File: src/rtl/la_host_link.sv
// Host-side stand-in for the logic-analyzer link: sends one command byte over
// 8N1 UART, then collects the dump stream and reports each byte with a strobe.
module la_host_link #(
  parameter int          CLKS_PER_BIT = 417,
  parameter logic [7:0]  CMD_BYTE     = 8'h01,
  parameter logic [15:0] DUMP_BYTES   = 16'd512,
  parameter logic [23:0] TIMEOUT_CLKS = 24'd4800000
) (
  input  logic        clk,
  input  logic        rst,
  input  logic        start,
  output logic        uart_tx,
  input  logic        uart_rx,
  output logic [7:0]  rx_data,
  output logic        rx_valid,
  output logic [15:0] byte_count,
  output logic        busy,
  output logic        done,
  output logic        timeout,
  output logic        frame_err
);

  localparam int CW = $clog2(CLKS_PER_BIT);
  localparam logic [CW-1:0] BIT_LAST  = CW'(CLKS_PER_BIT - 1);
  localparam logic [CW-1:0] HALF_LAST = CW'(CLKS_PER_BIT / 2 - 1);

  typedef enum logic [1:0] {S_IDLE, S_SEND, S_RECV, S_DONE} sess_state_t;
  typedef enum logic [1:0] {T_IDLE, T_START, T_DATA, T_STOP} tx_state_t;
  typedef enum logic [1:0] {R_IDLE, R_START, R_DATA, R_STOP} rx_state_t;

  sess_state_t r_state;
  tx_state_t   r_tx_state;
  rx_state_t   r_rx_state;

  logic          r_rx_meta, r_rx_sync, r_rx_prev;
  logic          r_tx, r_busy, r_done, r_timeout;
  logic [CW-1:0] r_tx_cnt, r_rx_cnt;
  logic [2:0]    r_tx_bit, r_rx_bit;
  logic [7:0]    r_tx_shift, r_rx_shift, r_rx_data;
  logic [23:0]   r_idle_cnt;
  logic [15:0]   r_byte_count;
  logic          r_rx_valid, r_frame_err;

  logic w_start_accept, w_tx_done, w_rx_en, w_rx_start_edge;

  assign w_start_accept  = start & ~r_busy;
  assign w_tx_done       = (r_tx_state == T_STOP) && (r_tx_cnt == BIT_LAST);
  assign w_rx_en         = (r_state == S_RECV);
  assign w_rx_start_edge = w_rx_en && (r_rx_state == R_IDLE) && r_rx_prev && !r_rx_sync;

  // r_rx_prev gives the falling-edge detector its previous synchronised sample
  always_ff @(posedge clk) begin
    if (rst) begin
      r_rx_meta <= 1'b1;
      r_rx_sync <= 1'b1;
      r_rx_prev <= 1'b1;
    end else begin
      r_rx_meta <= uart_rx;
      r_rx_sync <= r_rx_meta;
      r_rx_prev <= r_rx_sync;
    end
  end

  always_ff @(posedge clk) begin
    if (rst) begin
      r_state    <= S_IDLE;
      r_busy     <= 1'b0;
      r_done     <= 1'b0;
      r_timeout  <= 1'b0;
      r_idle_cnt <= '0;
    end else begin
      r_done    <= 1'b0;
      r_timeout <= 1'b0;
      if (w_start_accept) begin
        r_state <= S_SEND;
        r_busy  <= 1'b1;
      end else begin
        case (r_state)
          S_SEND: if (w_tx_done) begin
            r_state    <= S_RECV;
            r_idle_cnt <= '0;
          end
          S_RECV: begin
            if (r_byte_count == DUMP_BYTES) begin
              r_state <= S_DONE;
              r_done  <= 1'b1;
              r_busy  <= 1'b0;
            end else if (w_rx_start_edge) begin
              r_idle_cnt <= '0;
            end else if (r_idle_cnt == TIMEOUT_CLKS - 24'd1) begin
              r_state   <= S_IDLE;
              r_timeout <= 1'b1;
              r_busy    <= 1'b0;
            end else begin
              r_idle_cnt <= r_idle_cnt + 24'd1;
            end
          end
          default: r_state <= S_IDLE;
        endcase
      end
    end
  end

  always_ff @(posedge clk) begin
    if (rst) begin
      r_tx_state <= T_IDLE;
      r_tx       <= 1'b1;
      r_tx_cnt   <= '0;
      r_tx_bit   <= '0;
      r_tx_shift <= '0;
    end else if (w_start_accept) begin
      r_tx_state <= T_START;
      r_tx       <= 1'b0;
      r_tx_cnt   <= '0;
      r_tx_bit   <= '0;
      r_tx_shift <= CMD_BYTE;
    end else begin
      if (r_tx_state != T_IDLE)
        r_tx_cnt <= (r_tx_cnt == BIT_LAST) ? '0 : r_tx_cnt + 1'b1;
      case (r_tx_state)
        T_START: if (r_tx_cnt == BIT_LAST) begin
          r_tx_state <= T_DATA;
          r_tx       <= r_tx_shift[0];
          r_tx_shift <= r_tx_shift >> 1;
        end
        T_DATA: if (r_tx_cnt == BIT_LAST) begin
          if (r_tx_bit == 3'd7) begin
            r_tx_state <= T_STOP;
            r_tx       <= 1'b1;
          end else begin
            r_tx       <= r_tx_shift[0];
            r_tx_shift <= r_tx_shift >> 1;
            r_tx_bit   <= r_tx_bit + 3'd1;
          end
        end
        T_STOP: if (r_tx_cnt == BIT_LAST) r_tx_state <= T_IDLE;
        default: r_tx <= 1'b1;
      endcase
    end
  end

  // A bad stop bit returns to R_IDLE with the line still low; the edge
  // detector then needs the line to go high before it can re-arm.
  always_ff @(posedge clk) begin
    if (rst) begin
      r_rx_state   <= R_IDLE;
      r_rx_cnt     <= '0;
      r_rx_bit     <= '0;
      r_rx_shift   <= '0;
      r_rx_data    <= '0;
      r_rx_valid   <= 1'b0;
      r_byte_count <= '0;
      r_frame_err  <= 1'b0;
    end else begin
      r_rx_valid <= 1'b0;
      if (w_start_accept) begin
        r_byte_count <= '0;
        r_frame_err  <= 1'b0;
      end
      if (!w_rx_en) begin
        r_rx_state <= R_IDLE;
      end else begin
        case (r_rx_state)
          R_IDLE: if (w_rx_start_edge) begin
            r_rx_state <= R_START;
            r_rx_cnt   <= '0;
          end
          R_START: begin
            if (r_rx_cnt == HALF_LAST) begin
              r_rx_cnt   <= '0;
              r_rx_bit   <= '0;
              r_rx_state <= r_rx_sync ? R_IDLE : R_DATA;
            end else begin
              r_rx_cnt <= r_rx_cnt + 1'b1;
            end
          end
          R_DATA: begin
            if (r_rx_cnt == BIT_LAST) begin
              r_rx_cnt   <= '0;
              r_rx_shift <= {r_rx_sync, r_rx_shift[7:1]};
              if (r_rx_bit == 3'd7) r_rx_state <= R_STOP;
              else                  r_rx_bit   <= r_rx_bit + 3'd1;
            end else begin
              r_rx_cnt <= r_rx_cnt + 1'b1;
            end
          end
          R_STOP: begin
            if (r_rx_cnt == BIT_LAST) begin
              r_rx_state <= R_IDLE;
              r_rx_cnt   <= '0;
              if (!r_rx_sync) begin
                r_frame_err <= 1'b1;
              end else if (r_byte_count < DUMP_BYTES) begin
                r_rx_data    <= r_rx_shift;
                r_rx_valid   <= 1'b1;
                r_byte_count <= r_byte_count + 16'd1;
              end
            end else begin
              r_rx_cnt <= r_rx_cnt + 1'b1;
            end
          end
          default: r_rx_state <= R_IDLE;
        endcase
      end
    end
  end

  assign uart_tx    = r_tx;
  assign rx_data    = r_rx_data;
  assign rx_valid   = r_rx_valid;
  assign byte_count = r_byte_count;
  assign busy       = r_busy;
  assign done       = r_done;
  assign timeout    = r_timeout;
  assign frame_err  = r_frame_err;

endmodule
File: config.mk
export PLATFORM = sky130hd
export DESIGN_NAME = la_host_link
export DESIGN_NICKNAME = d
export VERILOG_FILES = /design/src/rtl/la_host_link.sv
export SDC_FILE = /design/constraint.sdc
export NUM_CORES = 1
export LEC_CHECK = 0
export ABC_AREA = 1
export CAP_MARGIN = 10
export CORE_MARGIN = 2
export CORE_UTILIZATION = 30
export CTS_CLUSTER_DIAMETER = 60
export DETAILED_ROUTE_END_ITERATION = 8
export PLACE_DENSITY = 0.47
export SLEW_MARGIN = 20
export SYNTH_ARGS = -nofsm -noshare
export SYNTH_HDL_FRONTEND = slang
export SYNTH_SLANG_ARGS = --single-unit
File: constraint.sdc
create_clock -name clk -period 4.07 [get_ports clk]
set_input_delay 0.814 -clock clk [delete_from_list [all_inputs] [get_ports clk]]
set_output_delay 0.814 -clock clk [all_outputs]
set_load 0.01 [all_outputs]
Word-level counts from Yosys, hierarchy flattened
Index checks and enable logic that the tools add are counted.

Register bits after elaboration: 103. Input port bits: 4. Output and inout bits: 30. Word-level logic and storage cells: 178.

Add/sub/neg operators: 6. $lt $le $gt $ge: 1. Eq/ne operators: 41. Muxes and demuxes: 62. Bitwise operators: 8. Reduce and logical (&&, ||, !) cells: 36.

Operator list (count): 16-bit two-way mux (6); 24-bit two-way mux (4); 24-bit one-hot mux with 2 select lines (1); 9-bit two-way mux (4); 5-bit AND reduction (6); 2-bit two-way mux (14); 9-bit one-hot mux with 3 select lines (1); 2-bit != test (second input constant) (13); 24-bit by 1-bit adder with 24-bit output (second input constant) (1); 24-bit by 23-bit equality test with 1-bit output (second input constant) (1); 8-bit two-way mux (3); 1-bit two-way mux (20); 9-bit by 1-bit adder with 9-bit output (second input constant) (2); 9-bit equality test (second input constant) (2); 3-bit != test (second input constant) (6); 3-bit AND reduction (6); 16-bit by 1-bit adder with 16-bit output (second input constant) (1); 16-bit by 10-bit equality test with 1-bit output (second input constant) (1); 16-bit by 10-bit < comparator with 1-bit output (second input constant) (1); 8-bit one-hot mux with 2 select lines (1); 2-bit equality test (second input constant) (5); 2-bit nonzero test (5); 5-bit OR reduction (2); 9-bit by 8-bit equality test with 1-bit output (second input constant) (1); 25 further kinds (47).

Logic depth before layout (Yosys ltp)
Gate-level depths: netlist of run 1.

Depth in word-level cells: 8. Mapped depth: 13. Gate-level depth less buffers: 12.

Worst setup path after synthesis of run 1
No wires, ideal clock.

Kind: input to register. From: input port rst. To: register r_tx_cnt[5]. Setup time: 0.064 ns. Arrival: 1.741 ns. Data required time: 4.006 ns. Path slack: 2.265 ns. Stages: 5. Path through: clkbuf_1 > nor2_1 > o21ai_0 > o21bai_1 > nor2_1.

Cells in the longest elaborated chain, start to end: 1.

RTL lines: start: declaration (RTL line 10) `input logic rst,`; 2-bit OR reduction (no source line); end signal: assignment (RTL line 119) `r_tx_cnt <= (r_tx_cnt == BIT_LAST) ? '0 : r_tx_cnt + 1'b1;`; end: declaration (RTL line 37) `logic [CW-1:0] r_tx_cnt, r_rx_cnt;`.

Every way passes these cells. A chain may end at the register's enable or synchronous reset.

Final worst setup path of run 1
From: register r_state[0]. To: register r_idle_cnt[21].

Cells in the longest elaborated chain, start to end: 7. Elaborated cells between the ends (all ways): 13.

RTL lines: start: declaration (RTL line 31) `sess_state_t r_state;`; start signal: assignment (RTL line 66) `r_state <= S_IDLE;`; start signal: assignment (RTL line 75) `r_state <= S_SEND;`; start signal: assignment (RTL line 80) `r_state <= S_RECV;`; 2-bit equality test (RTL line 48, 78); 1-bit logical AND (3 in series) (RTL line 49) `assign w_rx_start_edge = w_rx_en && (r_rx_state == R_IDLE) && r_rx_prev && !r_rx_sync;`; 24-bit two-way mux (RTL line 88) `end else if (w_rx_start_edge) begin`; 24-bit two-way mux (RTL line 84) `if (r_byte_count == DUMP_BYTES) begin`; 24-bit one-hot mux with 2 select lines (RTL line 78) `case (r_state)`; end signal: assignment (RTL line 95) `r_idle_cnt <= r_idle_cnt + 24'd1;`; end: declaration (RTL line 40) `logic [23:0] r_idle_cnt;`.

Several ways; a longest one is shown, not always the timed one. The select of a mux whose other input is x is not followed.

==> flow_summary.json, run 1 <==
{
  "status": "finished clean",
  "synth_cells": 781,
  "clkTransAtPathRegs_ps": 70,
  "required_ps": 4280,
  "io_pins": 34,
  "post-route-period-util": 0.616,
  "ys_seq_elements": 96,
  "hp-start": "r_rx_meta$_SDFF_PP1_",
  "yosysMostFrequentCell": "nand2_1",
  "fin_tns_setup_ps": 0,
  "worstSetupPathType": "reg -> reg",
  "r2r_end": "r_idle_cnt[21]$_SDFFE_PP0P_",
  "root_buffer": "clkbuf_16",
  "worst-path-max-fanout": 24,
  "nets": 831,
  "cts_setup_buffers": 0,
  "io_buffers": 33,
  "clkSinkCount": 96,
  "num_antenna_cells": 0,
  "die_area_um2": 18500,
  "cts_max_level": 3,
  "finClkSkew_ps": 9.72,
  "synth-seq-area-share": 0.367,
  "fmax_mhz": 399,
  "grt_pass1_wl_um": 22300,
  "rsz0062_at_grt": "false",
  "synth_cell_type_count": 38,
  "wl_per_cell_um": 13.0,
  "r2r_start": "r_state[0]$_SDFFE_PP0P_",
  "p_leak_uw": 0.00221,
  "ctsResizeCount": 0,
  "slew_viol_final": 0,
  "holdBufCountCts": 0,
  "finalSetupViolCount": 0,
  "vdd_drop_max_mv": 0.265,
  "synth_nets": 803,
  "cts_made_buffers": 9,
  "antenna_found_initial": 0,
  "reg2reg_depth": 10,
  "start_util": 0.305,
  "place_congestion": 0.808,
  "grt.overflow.total": 0,
  "synth-edff-count": 0,
  "ant_nets": 0,
  "post-synth-top-area-cell": "dfxtp_1",
  "ys.warnings.count": 0,
  "vias": 4788,
  "whs_endpoint": "r_rx_sync$_SDFF_PP1_",
  "core_area_um2": 17200,
  "drc": 0,
  "layout-drive-gt1-share": 0.0811,
  "hold_viol": 0,
  "wl_um": 13500,
  "rows": 48,
  "area_delta_synth_final_pct": 15.6,
  "grt.total_usage": 0.152,
  "die_w_um": 136,
  "syn-cell-area_um2": 5240,
  "finalCriticalPeriod_ps": 2510,
  "syn_area_per_cell_um2": 6.70,
  "synth_area_leaders": "dfxtp_1, nand2_1, nor2_1, inv_1, nand3_1",
  "cp-end-kind": "flop",
  "clk_latency_ps": 350,
  "cts_tree": "done",
  "fin_ws_ps": 1560,
  "grt_pass1_vias": 4417,
  "yosys-top-cells-count": "nand2_1, nor2_1, dfxtp_1, inv_1, nand3_1",
  "rrSetupSlack_ps": 1560,
  "drv_cap": 0,
  "min_path_type": "reg -> reg",
  "synthArstFlopShare": 0,
  "worst_pin_slew_ps": 834,
  "pre_cts_ws_ps": 1390,
  "grt_max_degree": 41,
  "hpwl_um": 9840,
  "power.density_nw_per_um2": 347,
  "dr.pass1.iters": 4,
  "worstHoldPathCells": 1,
  "die_y_um": 136,
  "synth_top_flop_cell": "dfxtp_1",
  "avgViaCountPerCell": 4.61,
  "netlist.area_leader.share": 0.367,
  "start_kind": "flop",
  "cts_buffer_depth": 2,
  "relSlewSlack": 0.444,
  "arrival_ps": 2720,
  "drt-initial-drc-count": 285
}
## flip-flops by register name, indices dropped and copies added, names as in the netlist, 2 cells and up, named ones only
| name | count |
|---|---|
| byte_count | 16 |
| r_idle_cnt | 24 |
| r_rx_bit | 3 |
| r_rx_cnt | 9 |
| r_rx_shift | 8 |
| r_state | 2 |
| r_tx_bit | 3 |
| r_tx_cnt | 9 |
| r_tx_state | 2 |
| rx_data | 8 |
## worst max-delay path by stage
| stage | start | end | cells after the start |
|---|---|---|---|
| 2_1_floorplan | rst | r_tx_cnt[5]$_SDFFE_PP0P_ | 5 |
| 6_report | r_state[0]$_SDFFE_PP0P_ | r_idle_cnt[21]$_SDFFE_PP0P_ | 10 |
| 3_3_place_gp | start | r_idle_cnt[20]$_SDFFE_PP0P_ | 10 |
| 5_1_grt | r_state[0]$_SDFFE_PP0P_ | byte_count[3]$_SDFF_PP0_ | 9 |
| 3_5_place_dp | start | r_idle_cnt[21]$_SDFFE_PP0P_ | 10 |
| 4_1_cts | r_state[0]$_SDFFE_PP0P_ | r_idle_cnt[21]$_SDFFE_PP0P_ | 10 |
## layout make-up
| cell class | instances | area (µm²) |
|---|---|---|
| multi-input combinational | 570 | 2850 |
| clock inverter | 3 | 25.0 |
| tap | 225 | 282 |
| timing repair buffer | 38 | 363 |
| clock buffer | 13 | 260 |
| sequential | 96 | 1920 |
| inverter | 94 | 353 |
| fill | 1960 | 11100 |
## critical path, stage by stage (launching register included)
cell	delay, ps
dfxtp_1	310
inv_1	70
ha_1	140
buf_4	200
inv_1	360
nor2_4	320
nand4_4	260
nand2_4	360
inv_2	170
nand2_1	120
a21oi_2	50
## layout by cell type (no fill, tap or decap), drive strengths merged
cell type      netlist  layout
dfxtp               96      96
o31ai                1       1
nand2              176     176
clkinv               0       1
a21oi               54      54
nor2               149     149
o21ai               45      45
nand4               23      23
nor3                14      14
and3                 1       1
ha                  18      18
nor4                 3       3
o2111ai              1       1
clkinvlp             0       1
clkdlybuf4s50        0      32
o21bai               3       3
inv                 94      95
o21a                 2       2
nand3b               3       3
nand3               63      63
nor3b                4       4
a211oi               3       3
or2                  2       2
xor2                 5       5
clkbuf              13      13
buf                  8       6
## kinds of logic (layout without fill, tap and decap cells)
family	Yosys count	in the layout	share of synthesized area
AOI/OAI and AO/OA	109	109	0.118
adders and majority gates	18	18	0.0430
buffers and inverters	115	148	0.0889
xor gates and xnor gates	5	5	0.00836
DFF	96	96	0.367
and+or+nand+nor	438	438	0.375
## report_power, final
group          internal (µW)  switching, µW  leakage, µW  total [µW]
Sequential               963           19.3     0.000775         982
Combinational           95.8            194      0.00130         290
Clock                    452            379     0.000136         831
Total                   1510            592      0.00221        2100
## per-stage QoR
| step | area (µm²) | std cells | util | power, µW | hold slack, ps |
|---|---|---|---|---|---|
| finish | 6050 | 1039 | 0.352 | 2100 | 416 |
| global route | 6050 | 1039 | 0.352 | 2220 | 431 |
| global placement | 5770 | 1023 | 0.336 | 1300 | 392 |
| CTS | 6050 | 1039 | 0.352 | 2140 | 419 |
| floorplan | 5240 | 781 | - | 1240 | 389 |
| detailed placement | 5770 | 1023 | 0.336 | 1300 | 401 |
## layer usage
metal / up-vias / global-route usage / share of wire
met5: - / 0 / 0
met1: 2147 / 0.201 / 0.49
met3: 12 / 0.0306 / 0.035
met2: 60 / 0.252 / 0.46
li1: 2569 / - / -
met4: 0 / 0.0451 / 0.013
(Power assumes the default switching activity.)
==> inputs of run 2 (changes only) <==
- clock period: 4.07 -> 2.6 ns (I/O delays scaled with it)
==> flow_summary.json, run 2 (synthesis gave the netlist of run 1 again) <==
{
  "status": "finished clean",
  "finalCriticalPeriod_ps": 2080,
  "finalSetupViolCount": 0,
  "cp-end-kind": "flop",
  "rows": 48,
  "hold_viol": 0,
  "start_util": 0.305,
  "num_antenna_cells": 0,
  "clkTransAtPathRegs_ps": 70,
  "grt.overflow.total": 0,
  "cp_common_cell": "nor2_1",
  "worstSetupPathType": "reg -> reg",
  "fmax_mhz": 481,
  "grt_use_met3": 0.0399,
  "arrival_ps": 2320,
  "relSlewSlack": 0.514,
  "mostFrequentLayoutCells": "nand2_1, nor2_1, dfxtp_1",
  "dr.pass1.iters": 4,
  "wl_um": 13500,
  "rsz0062_at_grt": "false",
  "grt.total_usage": 0.159,
  "die_area_um2": 18500,
  "finClkSkew_ps": 12.0,
  "grt.met1_usage": 0.217,
  "worst_pin_slew_ps": 721,
  "required_ps": 2850,
  "drv_cap": 0,
  "layout-drive-gt1-share": 0.0868,
  "timing.critical_path.buf_inv": 2,
  "avgViaCountPerCell": 4.61,
  "core_area_um2": 17200,
  "holdBufCountCts": 0,
  "p_leak_uw": 0.00223,
  "post-route-period-util": 0.799,
  "fin_tns_setup_ps": 0,
  "wl_per_cell_um": 12.9,
  "root_buffer": "clkbuf_16",
  "die_w_um": 136,
  "clkSinkCount": 96,
  "timing.hold.ws_ps": 409,
  "cts_made_buffers": 9,
  "final_common_cell": "nand2_1",
  "critical-path-max-stage-delay_ps": 420,
  "io_pins": 34,
  "area_delta_synth_final_pct": 16.3,
  "crit_chain": "inv_1, ha_1, nand3_1, nor2_1, nand3_2, nand2_1, nor2_8, nand2_4, buf_12, o21ai_0, nor2_1",
  "clk_latency_ps": 360,
  "grt_pass1_wl_um": 23200,
  "cts_buffer_depth": 2,
  "min_path_type": "reg -> reg",
  "cts_tree": "done",
  "nets": 836,
  "path_delay_family": "simple AND/OR/NAND/NOR gates",
  "vias": 4807,
  "drc": 0,
  "grt_max_degree": 23,
  "start_kind": "flop",
  "ant_nets": 0,
  "largest_reg_flops": 24,
  "antenna_found_initial": 0,
  "cts_setup_buffers": 0,
  "drt-initial-drc-count": 184,
  "power.density_nw_per_um2": 540,
  "io_buffers": 33,
  "cts_max_level": 3,
  "grt_pass1_vias": 4714,
  "place_congestion": 0.786,
  "cp_slowest_cell": "dfxtp_1",
  "top_register": "r_idle_cnt",
  "slew_viol_final": 0,
  "hpwl_um": 9840,
  "die_y_um": 136,
  "vdd_drop_max_mv": 0.326,
  "top_usage_layer": "met2",
  "worst-path-max-fanout": 16,
  "grt_use_met2": 0.252,
  "ctsResizeCount": 0
}
run 2: changes by cell type in the layout (fill, tap and decap cells not counted), sizes merged:
cell / delta
buf: +5
clkinv: +1
clkbuf: -2
run 2: routing by layer:
metal  up-vias  part of all wire
li1       2591                 -
met1      2163              0.51
met2        45              0.45
met3         8             0.030
met4         0            0.0093
met5         -                 0
run 2: final cells by class:
type	count	area, µm²
Fill cell	1942	11100
Inverter	94	353
Multi-Input combinational cell	570	2850
Tap cell	225	282
Clock buffer	11	243
Timing Repair Buffer	43	413
Sequential cell	96	1920
Clock inverter	4	30.0
run 2: worst paths after layout:
kind / slack, ps / cells past startpoint / from / endpoint
worst max-delay path: 520 / 11 / byte_count[0]$_SDFF_PP0_ / r_idle_cnt[13]$_SDFFE_PP0P_
worst min-delay path: 410 / 1 / r_rx_meta$_SDFF_PP1_ / r_rx_sync$_SDFF_PP1_
worst max register to register: 520 / 11 / byte_count[0]$_SDFF_PP0_ / r_idle_cnt[13]$_SDFFE_PP0P_
worst min register to register: 410 / 1 / r_rx_meta$_SDFF_PP1_ / r_rx_sync$_SDFF_PP1_
run 2: metrics by stage:
stage / power (µW) / setup slack [ps] / utilization / cell area (µm²) / std cells
floorplan: 1940 / 924 / - / 5240 / 781
global placement: 2060 / 380 / 0.339 / 5820 / 1028
detailed placement: 2060 / 345 / 0.339 / 5820 / 1028
CTS: 3350 / 492 / 0.355 / 6090 / 1043
global route: 3480 / 238 / 0.355 / 6090 / 1043
finish: 3290 / 523 / 0.355 / 6090 / 1043
run 2: power breakdown:
group	internal, µW	switching [µW]	total [µW]
combinational	164	316	480
clock	674	598	1270
sequential	1510	28.9	1540
run 2: worst reg2reg max path, stage by stage (launching register included):
cell and delay [ps]:
dfxtp_1 420, inv_1 70, ha_1 190, nand3_1 100, nor2_1 80, nand3_2 100, nand2_1 150, nor2_8 260
nand2_4 190, buf_12 200, o21ai_0 160, nor2_1 60
==> inputs of run 3 (changes only) <==
- clock period: 2.6 -> 2 ns (I/O delays scaled with it)
==> flow_summary.json, run 3 (synthesis gave the netlist of run 1 again) <==
{
  "status": "finished clean",
  "grt_max_degree": 21,
  "clkSinkCount": 96,
  "nets": 855,
  "wl_um": 13600,
  "worstSetupPathType": "reg -> reg",
  "antenna_found_initial": 0,
  "clkTransAtPathRegs_ps": 60,
  "wl_per_cell_um": 12.8,
  "fmax_mhz": 545,
  "ant_nets": 0,
  "cts_buffer_depth": 2,
  "hold_viol": 0,
  "sequentialPowerShare": 0.456,
  "crit_chain": "ha_1, nand2_2, nor2_2, nand2_2, nor2_4, nand4_4, nand2_4, buf_12, nand2_1, a21oi_1",
  "vias": 4931,
  "start_util": 0.305,
  "p_leak_uw": 0.00233,
  "hpwl_um": 9990,
  "cts_max_level": 3,
  "dr.pass1.iters": 5,
  "rows": 48,
  "post-route-period-util": 0.917,
  "die_area_um2": 18500,
  "timing.critical_path.buf_inv": 1,
  "min_path_type": "in -> reg",
  "layout-drive-gt1-share": 0.112,
  "largest_reg_flops": 24,
  "p_total_uw": 4380,
  "root_buffer": "clkbuf_16",
  "finClkSkew_ps": 7.77,
  "cts_made_buffers": 9,
  "relSlewSlack": 0.691,
  "grt_pass1_wl_um": 23000,
  "grt.overflow.total": 0,
  "place_congestion": 0.787,
  "vdd_drop_max_mv": 0.420,
  "drv_cap": 0,
  "start_kind": "flop",
  "finalSetupViolCount": 0,
  "fin_tns_setup_ps": 0,
  "top_register": "r_idle_cnt",
  "die_w_um": 136,
  "clk_latency_ps": 350,
  "swShare": 0.278,
  "area_delta_synth_final_pct": 19.8,
  "finalCriticalPeriod_ps": 1830,
  "grt_pass1_vias": 4665,
  "arrival_ps": 2110,
  "rsz0062_at_grt": "true",
  "cts_tree": "done",
  "p_int_uw": 3160,
  "path_delay_family": "simple AND/OR/NAND/NOR gates",
  "cp_slowest_cell": "dfxtp_1",
  "pre_cts_ws_ps": 31.1,
  "power.density_nw_per_um2": 698,
  "fin_ws_ps": 166,
  "cp_common_cell": "nand2_2",
  "cp-end-kind": "flop",
  "io_pins": 34,
  "worst_pin_slew_ps": 464,
  "mostFrequentLayoutCells": "nand2_1, nor2_1, dfxtp_1",
  "avgViaCountPerCell": 4.65,
  "pwr-share-clk": 0.391,
  "core_area_um2": 17200,
  "nFillCells": 1921,
  "switchingPower_uw": 1220,
  "slew_viol_final": 0,
  "die_y_um": 136,
  "grt.total_usage": 0.157,
  "required_ps": 2280,
  "final_common_cell": "nand2_1",
  "worst-path-max-fanout": 11,
  "drt-initial-drc-count": 248,
  "io_buffers": 33,
  "power_frac_comb": 0.153,
  "fin_util": 0.365,
  "drc": 0,
  "num_antenna_cells": 0,
  "critical-path-max-stage-delay_ps": 380
}
-- run 3: changes by cell type in the layout (fill, tap and decap cells not counted), moves of 2 or more --
cell and change:
buf_4 +18, nor2_1 -3, nor2_2 +3, inv_2 -2, inv_4 +2
-- run 3: final timing paths --
kind	slack, ps	endpoint	depth (start not counted)	from
setup / recovery	170	r_idle_cnt[5]$_SDFFE_PP0P_	10	r_idle_cnt[1]$_SDFFE_PP0P_
hold / removal	400	byte_count[13]$_SDFF_PP0_	2	rst
setup reg to reg	170	r_idle_cnt[5]$_SDFFE_PP0P_	10	r_idle_cnt[1]$_SDFFE_PP0P_
hold reg to reg	410	r_rx_sync$_SDFF_PP1_	1	r_rx_meta$_SDFF_PP1_
-- run 3: repair_timing --
| item | in CTS | in global routing |
|---|---|---|
| resized for setup | 0 | 8 |
| hold buffers | 0 | 0 |
| hold endpoints to repair | 0 | 0 |
| setup buffers | 0 | 0 |
| setup endpoints to repair | 0 | 15 |
-- run 3: power groups by stage --
stage / logic, µW / registers [µW] / clock network (µW)
finish: 669 / 2000 / 1710
global route: 761 / 2000 / 1850
CTS: 675 / 2000 / 1790
detailed placement: 671 / 2040 / 0
global placement: 673 / 2040 / 0
floorplan: 483 / 2040 / 0
-- run 3: layer usage --
layer  global-route usage  up-vias  wire length (µm)
li1                     -     2626                 -
met5                    0        -                 0
met4               0.0550        0               214
met1                0.206     2237              6990
met2                0.256       53              6050
met3               0.0295       15               351
-- run 3: per-stage QoR --
stage               std cells  area, µm²  hold slack [ps]
floorplan                 781       5240              389
global placement         1047       5970              395
detailed placement       1047       5970              395
CTS                      1061       6260              394
global route             1061       6270              412
finish                   1061       6270              396
-- run 3: final cells by class --
| cell class | instances | area, µm² | area share |
|---|---|---|---|
| clock buffers | 9 | 225 | 0.0359 |
| clock inverters | 5 | 60.1 | 0.00957 |
| inverters | 94 | 358 | 0.0570 |
| well taps | 225 | 282 | 0.0449 |
| flip-flops and latches | 96 | 1920 | 0.306 |
| multi-input cells | 570 | 2860 | 0.456 |
| repair buffers | 62 | 568 | 0.0905 |
